**config.mk**
```make
export PLATFORM = sky130hd
export DESIGN_NAME = t01_keypad_scan_flat
export DESIGN_NICKNAME = d
export VERILOG_FILES = /design/src/rtl/t01_keypad_scan_if.sv /design/src/rtl/t01_keypad_scan.sv /design/src/flat_wrapper.sv
export SDC_FILE = /design/constraint.sdc
export NUM_CORES = 1
export LEC_CHECK = 0
export BUFFER_PORTS_ARGS = -buffer_cell sky130_fd_sc_hd__buf_2
export CORE_ASPECT_RATIO = 1.5
export CORE_UTILIZATION = 45
export DETAILED_ROUTE_END_ITERATION = 8
export HOLD_SLACK_MARGIN = 0.15
export PLACE_DENSITY_LB_ADDON = 0.05
export REMOVE_ABC_BUFFERS = 1
export SYNTH_ARGS = -nofsm -noshare
export SYNTH_HDL_FRONTEND = slang
export SYNTH_SLANG_ARGS = --single-unit
```
**constraint.sdc**
```tcl
create_clock -name clk -period 4 [get_ports clk]
set_clock_uncertainty 0.05 [all_clocks]
set_input_delay 0.2 -clock clk [delete_from_list [all_inputs] [get_ports clk]]
set_output_delay 0.2 -clock clk [all_outputs]
set_load 0.01 [all_outputs]
```
**src/rtl/t01_keypad_scan_if.sv**
```systemverilog
// Key matrix scanner bus: scan control and row sense in, column drive,
// debounced key vector and frame pulse out.
interface t01_keypad_scan_if;
    logic        scan_en;
    logic [3:0]  row_in;
    logic [4:0]  col_drive;
    logic [19:0] keys;
    logic        frame_done;

    // Side that controls scanning and owns the key matrix
    modport master (
        output scan_en,
        output row_in,
        input  col_drive,
        input  keys,
        input  frame_done
    );

    // The scanner itself
    modport slave (
        input  scan_en,
        input  row_in,
        output col_drive,
        output keys,
        output frame_done
    );
endinterface

```
**src/rtl/t01_keypad_scan.sv**
```systemverilog
// 4-row x 5-column key matrix scanner with row synchronizer and
// whole-frame debounce. Drives one column at a time, assembles a 20-bit
// frame and reports it on keys once it has repeated enough scans.
module t01_keypad_scan #(
    parameter int SETTLE_CYCLES  = 4,
    parameter int DEBOUNCE_SCANS = 3
) (
    input  logic              clk,
    input  logic              rst,
    t01_keypad_scan_if.slave  bus
);

    localparam logic [7:0] CNT_LAST    = 8'(SETTLE_CYCLES - 1);
    localparam logic [3:0] STABLE_LAST = 4'(DEBOUNCE_SCANS - 1);

    typedef enum logic {
        ST_SCAN,
        ST_PAUSE
    } state_t;

    state_t      state_q;
    state_t      state_d;
    logic        restart;

    logic [3:0]  row_meta;
    logic [3:0]  row_sync;

    logic [2:0]  col;
    logic [7:0]  cnt;
    logic [3:0]  stable;
    logic [3:0]  stable_next;
    logic [19:0] prev_frame;
    logic [19:0] new_frame;
    logic [15:0] partial;
    logic [4:0]  col_drive_q;
    logic [19:0] keys_q;
    logic        frame_done_q;

    assign bus.col_drive  = col_drive_q;
    assign bus.keys       = keys_q;
    assign bus.frame_done = frame_done_q;

    // Two-flop synchronizer: row_in is asynchronous to clk
    always_ff @(posedge clk or posedge rst) begin
        if (rst) begin
            row_meta <= 4'd0;
            row_sync <= 4'd0;
        end else begin
            row_meta <= bus.row_in;
            row_sync <= row_meta;
        end
    end

    // Scan/pause state register
    always_ff @(posedge clk or posedge rst) begin
        if (rst) begin
            state_q <= ST_SCAN;
        end else begin
            state_q <= state_d;
        end
    end

    // Pause whenever scan_en drops; the first enabled edge out of pause restarts at column 0
    always_comb begin
        state_d = state_q;
        restart = 1'b0;
        case (state_q)
            ST_SCAN: begin
                if (!bus.scan_en) begin
                    state_d = ST_PAUSE;
                end
            end
            ST_PAUSE: begin
                if (bus.scan_en) begin
                    state_d = ST_SCAN;
                    restart = 1'b1;
                end
            end
            default: state_d = ST_SCAN;
        endcase
    end

    // Completed frame and its updated stable count (valid on the column 4 capture edge)
    always_comb begin
        new_frame   = {row_sync, partial};
        stable_next = 4'd0;
        if (new_frame == prev_frame) begin
            stable_next = (stable == STABLE_LAST) ? stable : stable + 4'd1;
        end
    end

    // Column sequencing, frame assembly and debounce
    always_ff @(posedge clk or posedge rst) begin
        if (rst) begin
            col          <= 3'd0;
            cnt          <= 8'd0;
            stable       <= 4'd0;
            prev_frame   <= 20'd0;
            partial      <= 16'd0;
            col_drive_q  <= 5'b00001;
            keys_q       <= 20'd0;
            frame_done_q <= 1'b0;
        end else begin
            frame_done_q <= 1'b0;
            if (!bus.scan_en) begin
                col_drive_q <= 5'b00000;
                partial     <= 16'd0;
            end else if (restart) begin
                col         <= 3'd0;
                cnt         <= 8'd0;
                col_drive_q <= 5'b00001;
            end else if (cnt == CNT_LAST) begin
                cnt <= 8'd0;
                if (col == 3'd4) begin
                    col          <= 3'd0;
                    col_drive_q  <= 5'b00001;
                    prev_frame   <= new_frame;
                    stable       <= stable_next;
                    frame_done_q <= 1'b1;
                    if (stable_next == STABLE_LAST) begin
                        keys_q <= new_frame;
                    end
                end else begin
                    for (int i = 0; i < 4; i++) begin
                        if (col == 3'(i)) begin
                            partial[i*4 +: 4] <= row_sync;
                        end
                    end
                    col         <= col + 3'd1;
                    col_drive_q <= col_drive_q << 1;
                end
            end else begin
                cnt <= cnt + 8'd1;
            end
        end
    end

endmodule
```
**src/flat_wrapper.sv**
```systemverilog
// flat-port wrapper written by rule: the top's interface ports become plain ports
module t01_keypad_scan_flat 
#(
    parameter int SETTLE_CYCLES  = 4,
    parameter int DEBOUNCE_SCANS = 3
)
  (clk, rst, bus_scan_en, bus_row_in, bus_col_drive, bus_keys, bus_frame_done);
  t01_keypad_scan_if bus_i ();
  input  logic clk;
  input  logic rst;
  input wire logic [$bits(bus_i.scan_en)-1:0] bus_scan_en;
  input wire logic [$bits(bus_i.row_in)-1:0] bus_row_in;
  output wire logic [$bits(bus_i.col_drive)-1:0] bus_col_drive;
  output wire logic [$bits(bus_i.keys)-1:0] bus_keys;
  output wire logic [$bits(bus_i.frame_done)-1:0] bus_frame_done;
  assign bus_i.scan_en = bus_scan_en;
  assign bus_i.row_in = bus_row_in;
  assign bus_col_drive = bus_i.col_drive;
  assign bus_keys = bus_i.keys;
  assign bus_frame_done = bus_i.frame_done;
  t01_keypad_scan #(.SETTLE_CYCLES(SETTLE_CYCLES), .DEBOUNCE_SCANS(DEBOUNCE_SCANS)) u_core (.clk(clk), .rst(rst), .bus(bus_i));
endmodule
```
==> results of run 1 <==
cell families (layout without fill, tap and decap cells):
kind of cell	Yosys count	count (layout)	synth area share, %
flip-flops	86	86	57.5
buffers and inverters	18	65	2.24
adder cells (fa/ha/maj)	8	8	2.67
multiplexers	37	37	11.1
XOR/XNOR	24	24	5.61
AO/OA/AOI/OAI	33	33	5.94
AND/OR/NAND/NOR	123	123	15.0
sequential cells by signal, summed over array words and instances, names as in the netlist, 3 cells and up:
signal	flops
u_core.col	3
u_core.partial	16
u_core.bus.col_drive	5
u_core.cnt	8
u_core.row_meta	4
u_core.stable	4
u_core.bus.keys	20
u_core.row_sync	4
u_core.prev_frame	20
Yosys cell counts (4+ instances only):
| cell type | instances | area share, % |
|---|---|---|
| mux2_2 | 35 | 11 |
| o21ai_0 | 7 | 0.93 |
| ha_1 | 8 | 2.7 |
| nand2_1 | 71 | 7.1 |
| o31ai_1 | 4 | 0.80 |
| and2_1 | 4 | 0.67 |
| inv_1 | 6 | 0.60 |
| nor2_1 | 13 | 1.3 |
| a21oi_1 | 8 | 1.1 |
| xor2_1 | 21 | 4.9 |
| nor4_1 | 5 | 0.83 |
| clkbuf_1 | 6 | 0.60 |
| nand3_1 | 12 | 1.6 |
| dfrtp_1 | 85 | 57 |
worst max-delay path, stage by stage (launching register included):
cell and delay [ps]:
dfrtp_1 390, ha_1 220, or4b_4 490, or4_1 600
a2111o_1 380, nor3_2 150, buf_4 240, mux2_2 350
final timing paths:
path	end	slack, ps	cells after the start
max reg2reg	u_core.bus.keys[6]$_DFFE_PP0P_	1010	7
min	u_core.bus.col_drive[0]$_DFFE_PP1P_	160	2
min in group asynchronous	u_core.row_meta[0]$_DFF_PP0_	570	3
min reg2reg	u_core.row_sync[1]$_DFF_PP0_	300	0
max	u_core.bus.keys[6]$_DFFE_PP0P_	1010	7
max in group asynchronous	u_core.bus.keys[3]$_DFFE_PP0P_	2420	4
layer usage:
layer  track usage (%)  vias up
met5                 0        -
met4              10.8        0
met3              2.40       11
met2              34.2       28
met1              22.5     1253
li1                  -     1203
area by class of cell:
| class | instances | area (sq um) |
|---|---|---|
| Fill cell | 744 | 3710 |
| Sequential cell | 86 | 2150 |
| Multi-Input combinational cell | 225 | 1510 |
| Clock buffer | 12 | 256 |
| Timing Repair Buffer | 42 | 248 |
| Tap cell | 105 | 131 |
| Inverter | 7 | 27.5 |
| Clock inverter | 4 | 22.5 |
stage by stage:
stage	hold WS (ps)	cells	area, sq um	worst slack (ps)
2_1_floorplan	181	318	3690	298
3_3_place_gp	257	460	4020	1080
3_5_place_dp	259	460	4020	1000
4_1_cts	156	481	4350	987
5_1_grt	190	481	4350	858
6_report	165	481	4350	1010
power by group through the flow:
stage	clock network, uW	logic (uW)	registers [uW]
after floorplan	0	111	967
after global placement	0	146	979
after detailed placement	0	148	980
after CTS	795	153	965
after global routing	826	173	971
final	772	149	964
==> flow_summary.ini, run 1 <==
[finish]
layout_common_cells = dfrtp_1 (85), nand2_1 (71), mux2_2 (35), buf_2 (32), xor2_1 (21)
antenna_cells = 0
fin_nets = 386
final_layout_size_suffix_gt1_share_pct = 24.7
final_common_cell = dfrtp_1
syn2layout_area_growth_pct = 16.1
final_util_pct = 54.0

[setup_path]
crit_path_start_kind = flip-flop
arrival_ps = 3160
startpoint = u_core.cnt[0]$_DFFE_PP0P_
crit_type = reg2reg
critPathRequiredTime_ps = 4170
critPathCaptureType = flip-flop
r2r_start = u_core.cnt[0]$_DFFE_PP0P_
critPathMaxFanout = 11

[sta]
setup_tns_ps = 0
rsz0062_at_grt = no
setup_viol = 0
relSlewSlack_pct = 33.7
finalCritPeriodShare_pct = 74.8
slew_violations = 0
hold_viol = 0
fin_crit_ps = 2990
worstMarginPinSlew_ps = 994
fmax_mhz = 334

[die]
rows = 40
dieWidth_um = 76.5
die-area_sq_um = 8700
core_area_sq_um = 8060
io_pins = 33
die-height_um = 114
start_util_pct = 46.5

[cts]
clockBufferDepth = 2
clk_pin_slew_worst_paths_ps = 60
cts_tree = built
cts_buffers = 9
htree_num_levels = 3
worst_skew_pair.late_latency_ps = 330
cts_resized = 0
cts_root_buf = clkbuf_16
postCtsSetupBuffers = 0
hold_buffers = 5
cts.sinks = 86

[flow_run]
cap_violations = 0

[synthesis]
synth-warning-count = 0
synthFlopType = dfrtp_1
synth-edff-count = 0
ys_types = 43
synth.cell_area_sq_um = 3750
postSynth.asyncResetShare_pct = 100
netlist_instances = 329
syn_avg_cell_area_sq_um = 11.4
ys_seq_area_share_pct = 57.5
ys_ff_latch = 86

[pwr]
p_sw_uw = 453
finalPower_uw = 1880
max-vdd-ir-drop_mv = 0.338
pwr-share-seq_pct = 51.1
switching_share_pct = 24.0
internal_power_uw = 1430
power.share.clock_pct = 41.0
leakage_uw = 0.00226
pwr-share-comb_pct = 7.9
power_density_nw_per_um2 = 433

[global_routing]
grtUsageTotal_pct = 19.2
grt_pass1_wl_um = 12800
antenna_found_initial = 0
grt_max_degree = 59
grt_pass1_vias = 2588
grt_overflow = 0

[placed_design]
place.gp.congestion = 0.756
io_buffers = 32
place_hpwl_um = 5100

[routing]
viasPerCell = 5.19
maxUsedRoutingLayer = met4
wl_met3_um = 113
num_vias = 2495
first_iter_violations = 130
wl_met1_um = 3090
dr.pass1.iters = 4
wl_met2_um = 3930
final_antenna_net_count = 0
drc = 0
routedWlPerCell_um = 15.2
finalWirelength_um = 7330

[min_path]
min_from = bus_scan_en
hold_path.class = in2reg

[outcome]
status = finished, final reports clean
Power figures use the tool's default switching activity.
==> run 2, diff against run 1 <==
==> constraint.sdc (replaced) <==
create_clock -name clk -period 2.7 [get_ports clk]
set_clock_uncertainty 0.05 [all_clocks]
set_input_delay 0.135 -clock clk [delete_from_list [all_inputs] [get_ports clk]]
set_output_delay 0.135 -clock clk [all_outputs]
set_load 0.01 [all_outputs]
==> run 2 against run 1 <==
  * Global-route usage up 0.70 points
  * Clock-buffer cell count down 3
  * Cell count up 5.0%
  * Power up 58%
  * Critical path depth up 1
  * Largest cell class unchanged
==> flow_summary.ini, run 2 (synthesis gave the netlist of run 1 again) <==
[outcome]
status = finished, final reports clean

[sta]
worstMarginPinSlew_ps = 663
fmax_mhz = 373
setup_viol = 0
slew_violations = 0
relSlewSlack_pct = 55.8
fin_crit_ps = 2680
finalCritPeriodShare_pct = 99.3
rsz0062_at_grt = yes
hold_viol = 0

[cts]
clockBufferDepth = 2
cts_root_buf = clkbuf_16
cts_buffers = 9
worst_skew_pair.late_latency_ps = 340
htree_num_levels = 3
clk_pin_slew_worst_paths_ps = 60
cts_tree = built
cts.sinks = 86

[finish]
fin_nets = 410
num-fill-cells = 695
antenna_cells = 0
multi_input_area_sq_um = 1600
layout_common_cells = dfrtp_1 (85), nand2_1 (71), buf_2 (32), xor2_1 (21), buf_4 (21)
syn2layout_area_growth_pct = 25.7
seq_area_sq_um = 2150
final_common_cell = dfrtp_1
final_util_pct = 58.5
design_area_sq_um = 4710
final_layout_size_suffix_gt1_share_pct = 30.3

[setup_path]
cpLargestDelayFamily = simple AND/OR/NAND/NOR gates
crit_path_cell_trace = ha_2 -> or4b_4 -> or4_4 -> a2111o_1 -> nor3_4 -> buf_6 -> buf_8 -> mux2_4
critPathSlowestCell = or4b_4
critPathCaptureType = flip-flop
crit_type = reg2reg
rrSetupSlack_ps = 20
arrival_ps = 2850
critPathRequiredTime_ps = 2870
worst-path-buf-inv = 2
crit_path_start_kind = flip-flop
critPathMaxFanout = 6
cpPeakStageDelay_ps = 450

[global_routing]
grtUsageMet3_pct = 2.88
grt_pass1_vias = 2553
top_usage_layer = met2
grt_pass1_wl_um = 13100
globalRouteMet2Util_pct = 34.4
met1_usage_pct = 24.3
grt_max_degree = 51
antenna_found_initial = 0
grt_overflow = 0
grtUsageTotal_pct = 19.9

[pwr]
pwr-share-comb_pct = 8.7
leakage_uw = 0.00245
max-vdd-ir-drop_mv = 0.377
p_sw_uw = 695
pwr-share-seq_pct = 47.8
internal_power_uw = 2280
power.share.clock_pct = 43.4
power_density_nw_per_um2 = 632
finalPower_uw = 2980
switching_share_pct = 23.3

[placed_design]
post_dp_cell_area_sq_um = 4190
place.gp.congestion = 0.763
place_hpwl_um = 5280
io_buffers = 32

[die]
die-area_sq_um = 8700
core_area_sq_um = 8060
dieWidth_um = 76.5
io_pins = 33
rows = 40
start_util_pct = 46.5
die-height_um = 114

[routing]
viasPerCell = 5.06
routedWlPerCell_um = 15.6
num_vias = 2557
final_antenna_net_count = 0
first_iter_violations = 165
finalWirelength_um = 7860
dr.pass1.iters = 4
drc = 0

[min_path]
hold_path.class = in2reg

[flow_run]
cap_violations = 0
## run 2: cell types whose count changed in the layout (fill, tap and decap cells not counted), moves of 2 or more
cell,change
buf_4,+16
buf_12,+2
buf_8,+3
mux2_4,+20
bufinv_16,+2
buf_6,+3
mux2_2,-19
clkbuf_8,-2
## run 2: repair_timing
action | CTS | global route
endpoints found under the hold margin | 39 | 0
hold buffers | 5 | 0
resized for setup | 30 | 4
endpoints found under the setup margin | 20 | 20
cloned | 2 | 0
setup buffers | 3 | 0
pin swaps | 4 | 1
## run 2: area by class of cell
| type | instances | area share [%] |
|---|---|---|
| clock buffers | 9 | 4.78 |
| clock inverters | 7 | 1.89 |
| inverters | 7 | 0.584 |
| multi-input cells | 225 | 33.9 |
| flip-flops and latches | 86 | 45.7 |
| well taps | 105 | 2.79 |
| repair buffers | 66 | 10.3 |
## run 2: worst reg2reg max path: stages, from the launching register on
cell      delay, ps
dfrtp_1         350
ha_2            170
or4b_4          450
or4_4           450
a2111o_1        330
nor3_4          180
buf_6           140
buf_8           130
mux2_4          300
## run 2: path summary, 6_finish.rpt
path,cells after the start,start,endpoint
worst max-delay path,8,u_core.cnt[0]$_DFFE_PP0P_,u_core.bus.keys[17]$_DFFE_PP0P_
worst min-delay path,3,bus_scan_en,u_core.bus.col_drive[0]$_DFFE_PP1P_
min in group asynchronous,3,rst,u_core.row_meta[0]$_DFF_PP0_
worst max register to register,8,u_core.cnt[0]$_DFFE_PP0P_,u_core.bus.keys[17]$_DFFE_PP0P_
max in group asynchronous,4,rst,u_core.prev_frame[3]$_DFFE_PP0P_
worst min register to register,0,u_core.row_meta[3]$_DFF_PP0_,u_core.row_sync[3]$_DFF_PP0_
## run 2: layer usage
layer | part of all wire [%] | wire length [um] | vias up
met1 | 43 | 3390 | 1275
met5 | 0 | 0 | -
met4 | 2.2 | 173 | 0
li1 | - | - | 1242
met3 | 1.9 | 151 | 10
met2 | 53 | 4140 | 30
## run 2: power groups by stage
stage | Combinational, uW | Clock (uW) | Sequential, uW
2_1_floorplan | 165 | 0 | 1430
3_3_place_gp | 250 | 0 | 1440
3_5_place_dp | 254 | 0 | 1450
4_1_cts | 264 | 1320 | 1430
5_1_grt | 295 | 1380 | 1430
6_report | 260 | 1290 | 1420
## run 2: through the flow
stage / instances / setup slack, ps / hold WS (ps) / TNS, ps
CTS: 505 / -20.8 / 164 / -245
finish: 505 / 18.0 / 176 / 0
floorplan: 318 / -1000 / 116 / -20350
global route: 505 / -67.3 / 182 / -1050
detailed placement: 479 / -155 / 195 / -2870
global placement: 479 / -92.5 / 192 / -1580
